===== src/rtl/exec_stage.sv =====
// exec_stage: pipelined IITB-RISC execute stage with C/Z flags, valid/ready handshake and flush.
// Define EXEC_MUL_EN to build the multi-cycle shift-add multiplier for opcode 1101.
module exec_stage #(
    parameter int DATA_W = 16,
    parameter int IMM_W  = 9,
    parameter int REG_W  = 3
) (
    input  logic              clk,
    input  logic              rst,
    input  logic              in_valid,
    output logic              in_ready,
    input  logic [3:0]        in_op,
    input  logic [1:0]        in_cz,
    input  logic [DATA_W-1:0] in_a,
    input  logic [DATA_W-1:0] in_b,
    input  logic [IMM_W-1:0]  in_imm,
    input  logic [DATA_W-1:0] in_pc,
    input  logic [REG_W-1:0]  in_rd,
    input  logic              flush,
    output logic              out_valid,
    input  logic              out_ready,
    output logic [DATA_W-1:0] out_result,
    output logic [DATA_W-1:0] out_store,
    output logic [REG_W-1:0]  out_rd,
    output logic              out_wr_en,
    output logic              out_mem_rd,
    output logic              out_mem_wr,
    output logic              out_br_taken,
    output logic [DATA_W-1:0] out_br_target,
    output logic              c_flag,
    output logic              z_flag
);
    localparam logic [3:0] OP_ADD = 4'b0000;
    localparam logic [3:0] OP_ADI = 4'b0001;
    localparam logic [3:0] OP_NDU = 4'b0010;
    localparam logic [3:0] OP_LHI = 4'b0011;
    localparam logic [3:0] OP_LW  = 4'b0100;
    localparam logic [3:0] OP_SW  = 4'b0101;
    localparam logic [3:0] OP_BEQ = 4'b1000;
    localparam logic [3:0] OP_JAL = 4'b1001;
    localparam logic [3:0] OP_JLR = 4'b1010;
    localparam logic [DATA_W-1:0] ONE = {{(DATA_W-1){1'b0}}, 1'b1};

    function automatic logic signed [DATA_W-1:0] sext(input logic [IMM_W-1:0] imm);
        return {{(DATA_W-IMM_W){imm[IMM_W-1]}}, imm};
    endfunction

    logic                     accept, busy, start_mul, mul_done, cond_ok;
    logic signed [DATA_W-1:0] sext_p0;
    logic [DATA_W:0]          sum_p0;
    logic [DATA_W-1:0]        res_p0, tgt_p0;
    logic                     wr_p0, mrd_p0, mwr_p0, tkn_p0;
    logic                     upd_c_p0, upd_z_p0, c_p0, z_p0;

    logic                     vld_p1, wr_p1, mrd_p1, mwr_p1, tkn_p1, c_p1, z_p1;
    logic [DATA_W-1:0]        res_p1, store_p1, tgt_p1;
    logic [REG_W-1:0]         rd_p1;

    assign in_ready = !busy && (!vld_p1 || out_ready);
    assign accept   = in_valid && in_ready;

    // Stage p0: decode and evaluate the offered instruction against the current flags
    always_comb begin
        sext_p0  = sext(in_imm);
        cond_ok  = (in_cz == 2'b10) ? c_p1 : (in_cz == 2'b01) ? z_p1 : 1'b1;
        sum_p0   = '0;
        res_p0   = '0;
        tgt_p0   = '0;
        wr_p0    = 1'b0;
        mrd_p0   = 1'b0;
        mwr_p0   = 1'b0;
        tkn_p0   = 1'b0;
        upd_c_p0 = 1'b0;
        upd_z_p0 = 1'b0;
        c_p0     = 1'b0;
        case (in_op)
            OP_ADD: begin
                sum_p0   = {1'b0, in_a} + {1'b0, in_b};
                res_p0   = sum_p0[DATA_W-1:0];
                c_p0     = sum_p0[DATA_W];
                wr_p0    = cond_ok;
                upd_c_p0 = cond_ok;
                upd_z_p0 = cond_ok;
            end
            OP_ADI: begin
                sum_p0   = {1'b0, in_a} + {1'b0, sext_p0};
                res_p0   = sum_p0[DATA_W-1:0];
                c_p0     = sum_p0[DATA_W];
                wr_p0    = 1'b1;
                upd_c_p0 = 1'b1;
                upd_z_p0 = 1'b1;
            end
            OP_NDU: begin
                res_p0   = ~(in_a & in_b);
                wr_p0    = cond_ok;
                upd_z_p0 = cond_ok;
            end
            OP_LHI: begin
                res_p0 = {in_imm, {(DATA_W-IMM_W){1'b0}}};
                wr_p0  = 1'b1;
            end
            OP_LW: begin
                res_p0 = in_a + sext_p0;
                wr_p0  = 1'b1;
                mrd_p0 = 1'b1;
            end
            OP_SW: begin
                res_p0 = in_a + sext_p0;
                mwr_p0 = 1'b1;
            end
            OP_BEQ: begin
                tkn_p0 = (in_a == in_b);
                tgt_p0 = in_pc + sext_p0;
            end
            OP_JAL: begin
                res_p0 = in_pc + ONE;
                wr_p0  = 1'b1;
                tkn_p0 = 1'b1;
                tgt_p0 = in_pc + sext_p0;
            end
            OP_JLR: begin
                res_p0 = in_pc + ONE;
                wr_p0  = 1'b1;
                tkn_p0 = 1'b1;
                tgt_p0 = in_b;
            end
            default: ;
        endcase
        z_p0 = (res_p0 == '0);
    end

`ifdef EXEC_MUL_EN
    localparam logic [3:0] OP_MUL = 4'b1101;
    localparam int CNT_W = $clog2(DATA_W) + 1;

    typedef enum logic [1:0] {S_IDLE, S_MUL, S_DONE} state_t;

    state_t            state;
    logic [DATA_W-1:0] mcand, mplier, acc, mul_b;
    logic [REG_W-1:0]  mul_rd;
    logic [CNT_W-1:0]  cnt;

    assign start_mul = accept && (in_op == OP_MUL);
    assign busy      = (state != S_IDLE);
    assign mul_done  = (state == S_DONE);

    // One partial product per cycle; flush or reset abandons the product
    always_ff @(posedge clk) begin
        if (rst || flush) begin
            state <= S_IDLE;
        end else begin
            case (state)
                S_IDLE: begin
                    if (start_mul) begin
                        state  <= S_MUL;
                        mcand  <= in_a;
                        mplier <= in_b;
                        acc    <= '0;
                        cnt    <= '0;
                        mul_b  <= in_b;
                        mul_rd <= in_rd;
                    end
                end
                S_MUL: begin
                    acc    <= acc + (mplier[0] ? mcand : '0);
                    mcand  <= mcand << 1;
                    mplier <= mplier >> 1;
                    cnt    <= cnt + 1'b1;
                    if (cnt == CNT_W'(DATA_W - 1)) state <= S_DONE;
                end
                default: state <= S_IDLE;
            endcase
        end
    end
`else
    assign start_mul = 1'b0;
    assign busy      = 1'b0;
    assign mul_done  = 1'b0;
`endif

    // Stage p1: output register and architectural flags
    always_ff @(posedge clk) begin
        if (rst) begin
            vld_p1   <= 1'b0;
            res_p1   <= '0;
            store_p1 <= '0;
            rd_p1    <= '0;
            wr_p1    <= 1'b0;
            mrd_p1   <= 1'b0;
            mwr_p1   <= 1'b0;
            tkn_p1   <= 1'b0;
            tgt_p1   <= '0;
            c_p1     <= 1'b0;
            z_p1     <= 1'b0;
        end else begin
            if (accept) begin
                if (upd_c_p0) c_p1 <= c_p0;
                if (upd_z_p0) z_p1 <= z_p0;
            end
`ifdef EXEC_MUL_EN
            if (mul_done && !flush) z_p1 <= (acc == '0);
`endif
            if (flush) begin
                vld_p1 <= 1'b0;
            end else if (accept && !start_mul) begin
                vld_p1   <= 1'b1;
                res_p1   <= res_p0;
                store_p1 <= in_b;
                rd_p1    <= in_rd;
                wr_p1    <= wr_p0;
                mrd_p1   <= mrd_p0;
                mwr_p1   <= mwr_p0;
                tkn_p1   <= tkn_p0;
                tgt_p1   <= tgt_p0;
`ifdef EXEC_MUL_EN
            end else if (mul_done) begin
                vld_p1   <= 1'b1;
                res_p1   <= acc;
                store_p1 <= mul_b;
                rd_p1    <= mul_rd;
                wr_p1    <= 1'b1;
                mrd_p1   <= 1'b0;
                mwr_p1   <= 1'b0;
                tkn_p1   <= 1'b0;
                tgt_p1   <= '0;
`endif
            end else if (out_ready) begin
                vld_p1 <= 1'b0;
            end
        end
    end

    assign out_valid     = vld_p1;
    assign out_result    = res_p1;
    assign out_store     = store_p1;
    assign out_rd        = rd_p1;
    assign out_wr_en     = wr_p1;
    assign out_mem_rd    = mrd_p1;
    assign out_mem_wr    = mwr_p1;
    assign out_br_taken  = tkn_p1;
    assign out_br_target = tgt_p1;
    assign c_flag        = c_p1;
    assign z_flag        = z_p1;
endmodule


===== config.mk =====
export PLATFORM = sky130hd
export DESIGN_NAME = exec_stage
export DESIGN_NICKNAME = d
export VERILOG_FILES = /design/src/rtl/exec_stage.sv
export SDC_FILE = /design/constraint.sdc
export NUM_CORES = 1
export LEC_CHECK = 0
export CAP_MARGIN = 20
export CORE_ASPECT_RATIO = 1.4
export CORE_MARGIN = 3
export CORE_UTILIZATION = 45
export DETAILED_ROUTE_END_ITERATION = 12
export PLACE_DENSITY_LB_ADDON = 0.08
export RECOVER_POWER = 100
export SYNTH_ARGS = -nofsm -noshare
export SYNTH_HDL_FRONTEND = slang
export SYNTH_SLANG_ARGS = --single-unit

===== constraint.sdc =====
create_clock -name clk -period 3.3 [get_ports clk]
set_clock_uncertainty 0.2 [all_clocks]
set_input_delay 0.495 -clock clk [delete_from_list [all_inputs] [get_ports clk]]
set_output_delay 0.495 -clock clk [all_outputs]
set_load 0.03 [all_outputs]

Word level (Yosys, flattened, before mapping) --
Cells that the tools add are included.
Storage, ports and cells: register bits 58, input bits 71, output and inout bits 59, logic and storage cells 58
Operators by class: add/sub/neg operators 5, equality and inequality tests 11, multiplexer cells 13, bitwise logic cells 3, reduce and logical (&&, ||, !) cells 15
Operators by type and width (number):
- $pmux 16 s6 | 1
- $add 16x16->17 | 2
- $add 16x16->16 | 2
- $pmux 16 s2 | 1
- $add 16x1->16 const B | 1
- $and 16x16->16 | 1
- $eq 16x16->1 | 1
- $logic_not 16->1 | 1
- $not 16->16 | 1
- $eq 4x4->1 const B | 3
- $pmux 1 s2 | 5
- $reduce_or 2->1 | 5
- $eq 4x2->1 const B | 2
- $eq 4x3->1 const B | 2
- $mux 1 | 6
- $reduce_and 2->1 | 3
- $reduce_or 5->1 | 1
- $eq 4x1->1 const B | 1
- $logic_not 4->1 | 1
- $eq 2x1->1 const B | 1
- $eq 2x2->1 const B | 1
- $reduce_bool 2->1 | 1
- $logic_and 1x1->1 | 1
- $logic_not 1->1 | 1
- 2 further kinds | 2

Longest topological paths before layout --
depth after elaboration 5, gate-level depth with buffers 11, gate-level depth less buffers 11

Worst setup path after synthesis --
No wires, ideal clock.
path type in2reg, start input port in_imm[0], end register tgt_p1[14], in the netlist out_br_target[14], library setup time 0.128 ns, arrival 2.759 ns, required time 2.972 ns, slack 0.214 ns, stages 11, path buffers 0, cell sequence ha_1 > fa_1 > a21o_1 > a21o_1 > a2111oi_4 > o31ai_1 > o21ba_1 > a31oi_1 > xnor2_1 > a222oi_1 > nor2_1
Between the ends: cells in the longest elaborated chain, start to end 2
RTL lines:
- start: declaration | line 16 | input logic [IMM_W-1:0] in_imm,
- $add 16x16->16 | line 113, 119
- $pmux 16 s2 | line 76 | case (in_op)
- end signal: assignment | line 214 | tgt_p1 <= tgt_p0;
- end: declaration | line 56 | logic [DATA_W-1:0] res_p1, store_p1, tgt_p1;
Every way passes these cells. A chain may end at the register's enable or synchronous reset.

Worst setup path after layout --
start input port in_b[5], end register z_p1, in the netlist z_flag
Between the ends: cells in the longest elaborated chain, start to end 4, elaborated cells on any way between the ends 5, those cells by class add/sub: 1; mux: 1; bitwise: 2; reduce/logical: 1
RTL lines:
- start: declaration | line 15 | input logic [DATA_W-1:0] in_b,
- branches (longest 2 deep; another with $add 16x16->17)
- $pmux 16 s6 (*) | line 76
- $logic_not 16->1 (*) | line 129 | z_p0 = (res_p0 == '0);
- end signal: assignment | line 198 | if (upd_z_p0) z_p1 <= z_p0;
- end: declaration | line 55 | logic vld_p1, wr_p1, mrd_p1, mwr_p1, tkn_p1, c_p1, z_p1;
Every way passes the cells marked *.

==> results.txt <==
----------------------------------------------------
[Run status]
  Run status ... finished, final reports clean

[Worst setup path]
  Required time at the endpoint of the critical path ... 3350 ps
  R2R Path Start ... out_valid
  Path depth of the worst reg2reg path ... 6
  CP max FO ... 4
  Type of destination of the critical path ... flop
  Worst Setup Start Kind ... primary input
  Worst setup path startpoint ... in_b[5]
  Last element of the critical path ... z_flag
  Arrival time at the worst endpoint ... 3260 ps
  Slack of the worst reg-to-reg path ... 770 ps
  Type of the worst setup path ... in -> reg
  End of the worst register-to-register path ... out_store[15]

[Timing]
  Hold Fails Final Rpt ... 0
  Fin. max-slew vios ... 0
  PnR worst setup slack ... 95.5 ps
  Final period demand of the worst path ... 3200 ps
  Period utilisation layout ... 0.971
  Transition time at the pin with the least slew margin ... 1180 ps
  Worst slew slack as a fraction of its limit ... 0.212
  Final setup violating endpoints ... 0
  F_max ... 0.312 GHz

[Drt]
  Overall routed net length ... 22100 um
  Drt wl/cell ... 20.3 um
  Remaining number of nets flagged by the antenna check after routing ... 0
  Per-cell via count in the routed design ... 6.05
  DR pass1 iterations ... 8
  Total number of vias ... 6585
  First DRT Iteration DRCs ... 558
  Residual DRC ... 0

[GRT]
  Initial antenna violation count ... 0
  Total grt overflow ... 0
  Global-route wire length before repair ... 33400 um
  Total GRT Usage ... 0.338
  Pin count of the biggest net entering global routing ... 48
  Vias in the first global route ... 6428

[Synthesis]
  Multiplexer share of the synthesized area ... 0.0139
  Syn avg cell area ... 7.46 um^2
  Synth top area cells ... sky130_fd_sc_hd__dfxtp_1, sky130_fd_sc_hd__ha_1, sky130_fd_sc_hd__nor2_1
  Library cell with the largest summed area after synthesis ... sky130_fd_sc_hd__dfxtp_1
  Number of synthesized flops with an enable pin ... 0
  Library cell with the highest instance count after synthesis ... sky130_fd_sc_hd__nor2_1
  Xor and xnor fraction of the mapped netlist area ... 0.0749
  Library cells used by synthesis ... 63
  Mapped cell area ... 5140 um^2
  Synthesized-area fraction occupied by ao, oa, aoi and oai cells ... 0.274
  Area share of the largest cell type after synthesis ... 0.226
  Proportion of synthesized flip-flops having asynchronous set or reset ... 0
  Adder and majority cell fraction of the synthesized area ... 0.128
  Post-Syn Instances ... 690
  Largest family of logic cells by synthesized area ... compound AO/OA/AOI/OAI gates
  Share of the yosys chip area belonging to registers ... 0.226
  Area share of and/or/nand/nor cells after synthesis ... 0.251
  Post-synth top flop ... sky130_fd_sc_hd__dfxtp_1
  Warning count from the yosys run ... 0
  Most used standard cells in the synthesized netlist ... sky130_fd_sc_hd__nor2_1, sky130_fd_sc_hd__nand2_1, sky130_fd_sc_hd__a21oi_1
  Mapped Nets ... 812
  Yosys reg bits ... 58

[Clock network]
  Clk pin slew, worst setup/hold paths ... 50 ps
  Clock sink total ... 58
  CTS Buf Count ... 9
  CTS tree ... yes
  CTS H-tree lvls ... 3
  Quantity of hold-fixing buffers added after cts ... 0
  Cell chosen for the clock root ... sky130_fd_sc_hd__clkbuf_16
  Worst-case clock buffer depth ... 2
  Worst-skew pair later-pin latency ... 320 ps

[Cells and area]
  Util after Layout ... 0.727
  Ant. Diodes ... 0
  Number of inserted filler cells in the final layout ... 837
  Fraction of layout instances using a drive strength above 1 ... 0.207
  Non-filler cells in the finished layout ... 1088
  Cell area after layout ... 7980 um^2
  Net total in the final layout ... 1064
  Syn-to-layout area delta ... 55.2%

[Place]
  Standard cell area after detailed placement ... 7530 um^2
  Number of input and output port buffers inserted ... 129
  Estimated wirelength of the detail-placed design ... 17500 um
  RePlAce Congestion ... 1.17
  Pre-CTS WS ... -546 ps
  Cell count after placement ... 1067

[Floorplan]
  Full die area ... 12800 um^2
  Starting Density ... 0.469
  Placeable core region ... 11000 um^2
  Cell Rows ... 45
  Die extent in y ... 133 um
  Horizontal die dimension ... 96.4 um
  Number of top-level pins ... 130

[Pwr]
  Switching share of power ... 0.350
  Relative contribution of sequential cells to total power ... 0.273
  Internal Dissipation ... 1770 uW
  Clock network fraction of design power ... 0.316
  Power density cells ... 341 nW/um^2
  Comb pwr share ... 0.411
  Total leakage power ... 0.00350 uW
  Switching power ... 953 uW
  Total power after layout ... 2730 uW
  Max rail drop VDD ... 0.279 mV

[Min path]
  Hold-critical path depth ... 2
  Worst Hold Class ... reg -> reg

[Run]
  Total of max-cap violations ... 0

----------------------------------------------------
-- metrics by stage --
| stage | hold slack, ps | setup TNS [ps] |
|---|---|---|
| 2_1_floorplan | 368 | 0 |
| 3_3_place_gp | 242 | -5490 |
| 3_5_place_dp | 251 | -6890 |
| 4_1_cts | 256 | 0 |
| 5_1_grt | 270 | -18.2 |
| 6_report | 254 | 0 |
-- timing repair --
| action | in CTS | in global routing |
|---|---|---|
| gates resized for setup | 20 | 27 |
| buffers inserted | 2 | 3 |
| pin swaps | 13 | 23 |
| setup endpoints to repair | 13 | 11 |
-- layout by cell type, fill, tap and decap left out, drive strengths merged, types with 4 or more instances in the layout --
| master | n |
|---|---|
| inv | 11 |
| ha | 48 |
| o221ai | 5 |
| a21o | 15 |
| nor2 | 97 |
| and3 | 6 |
| o21ai | 29 |
| dlymetal6s2s | 6 |
| o2111ai | 4 |
| o21a | 5 |
| dfxtp | 58 |
| or2 | 4 |
| a22oi | 10 |
| nand3b | 5 |
| a21oi | 68 |
| a31oi | 8 |
| dlygate4sd3 | 61 |
| a211oi | 21 |
| clkbuf | 17 |
| or3 | 11 |
| clkdlybuf4s50 | 58 |
| mux2i | 6 |
| nor3b | 6 |
| xnor2 | 24 |
| nand2 | 78 |
| buf | 140 |
| nand3 | 15 |
| nor3 | 23 |
| xor2 | 20 |
| nand2b | 7 |
| o22ai | 8 |
| nand4 | 7 |
| nor4 | 14 |
| a222oi | 8 |
-- how the worst min path moves through the flow --
stage / start / end / slack (ps)
global route: out_store[7] / out_store[7] / 270
finish: out_store[11] / out_store[11] / 250
global placement: out_store[0] / out_store[0] / 240
detailed placement: out_store[10] / out_store[10] / 250
floorplan: flush / out_valid / 370
CTS: out_store[7] / out_store[7] / 260
-- sequential cells by signal (all words and copies together), names as in the netlist --
signal and flops:
out_result 16, out_mem_rd 1, out_br_taken 1, z_flag 1, out_valid 1, out_rd 3, out_store 16, out_br_target 16
c_flag 1, out_mem_wr 1, out_wr_en 1
-- routing by layer --
metal / GRT usage / share of wire / up-vias
li1: - / - / 3087
met4: 0.222 / 0.075 / 0
met5: 0 / 0 / -
met3: 0.0660 / 0.091 / 98
met1: 0.390 / 0.36 / 3005
met2: 0.554 / 0.47 / 395
-- power by group through the flow --
stage / registers [uW] / logic, uW / clock network [uW]
global placement: 757 / 1040 / 0
floorplan: 809 / 498 / 0
CTS: 745 / 1090 / 865
detailed placement: 759 / 1060 / 0
global route: 745 / 1190 / 894
finish: 743 / 1120 / 860
-- logic make-up (layout without fill, tap and decap cells) --
kind of cell	Yosys count	after routing
flops	58	58
xor+xnor	44	44
compound gates	208	208
mux	7	7
fa+ha+maj	51	51
buf+inv	42	299
simple gates	280	280
-- layout make-up --
class,instances,area [um^2],share of cell area
well taps,141,176,0.0221
flip-flops and latches,58,1160,0.145
multi-input cells,590,3980,0.498
repair buffers,272,2350,0.295
clock buffers,11,243,0.0304
clock inverters,5,30.0,0.00376
inverters,11,41.3,0.00517
-- worst max-delay path, stage by stage --
cell and delay, ps:
sky130_fd_sc_hd__clkdlybuf4s50_1 530, sky130_fd_sc_hd__ha_1 290, sky130_fd_sc_hd__or3_1 380, sky130_fd_sc_hd__a21o_1 210, sky130_fd_sc_hd__buf_4 140, sky130_fd_sc_hd__a41oi_2 180
sky130_fd_sc_hd__xnor2_1 120, sky130_fd_sc_hd__a221o_1 340, sky130_fd_sc_hd__nor4_2 300, sky130_fd_sc_hd__nand4_1 130, sky130_fd_sc_hd__o21ai_1 140
Note: power is estimated with default switching activity, not from simulation.
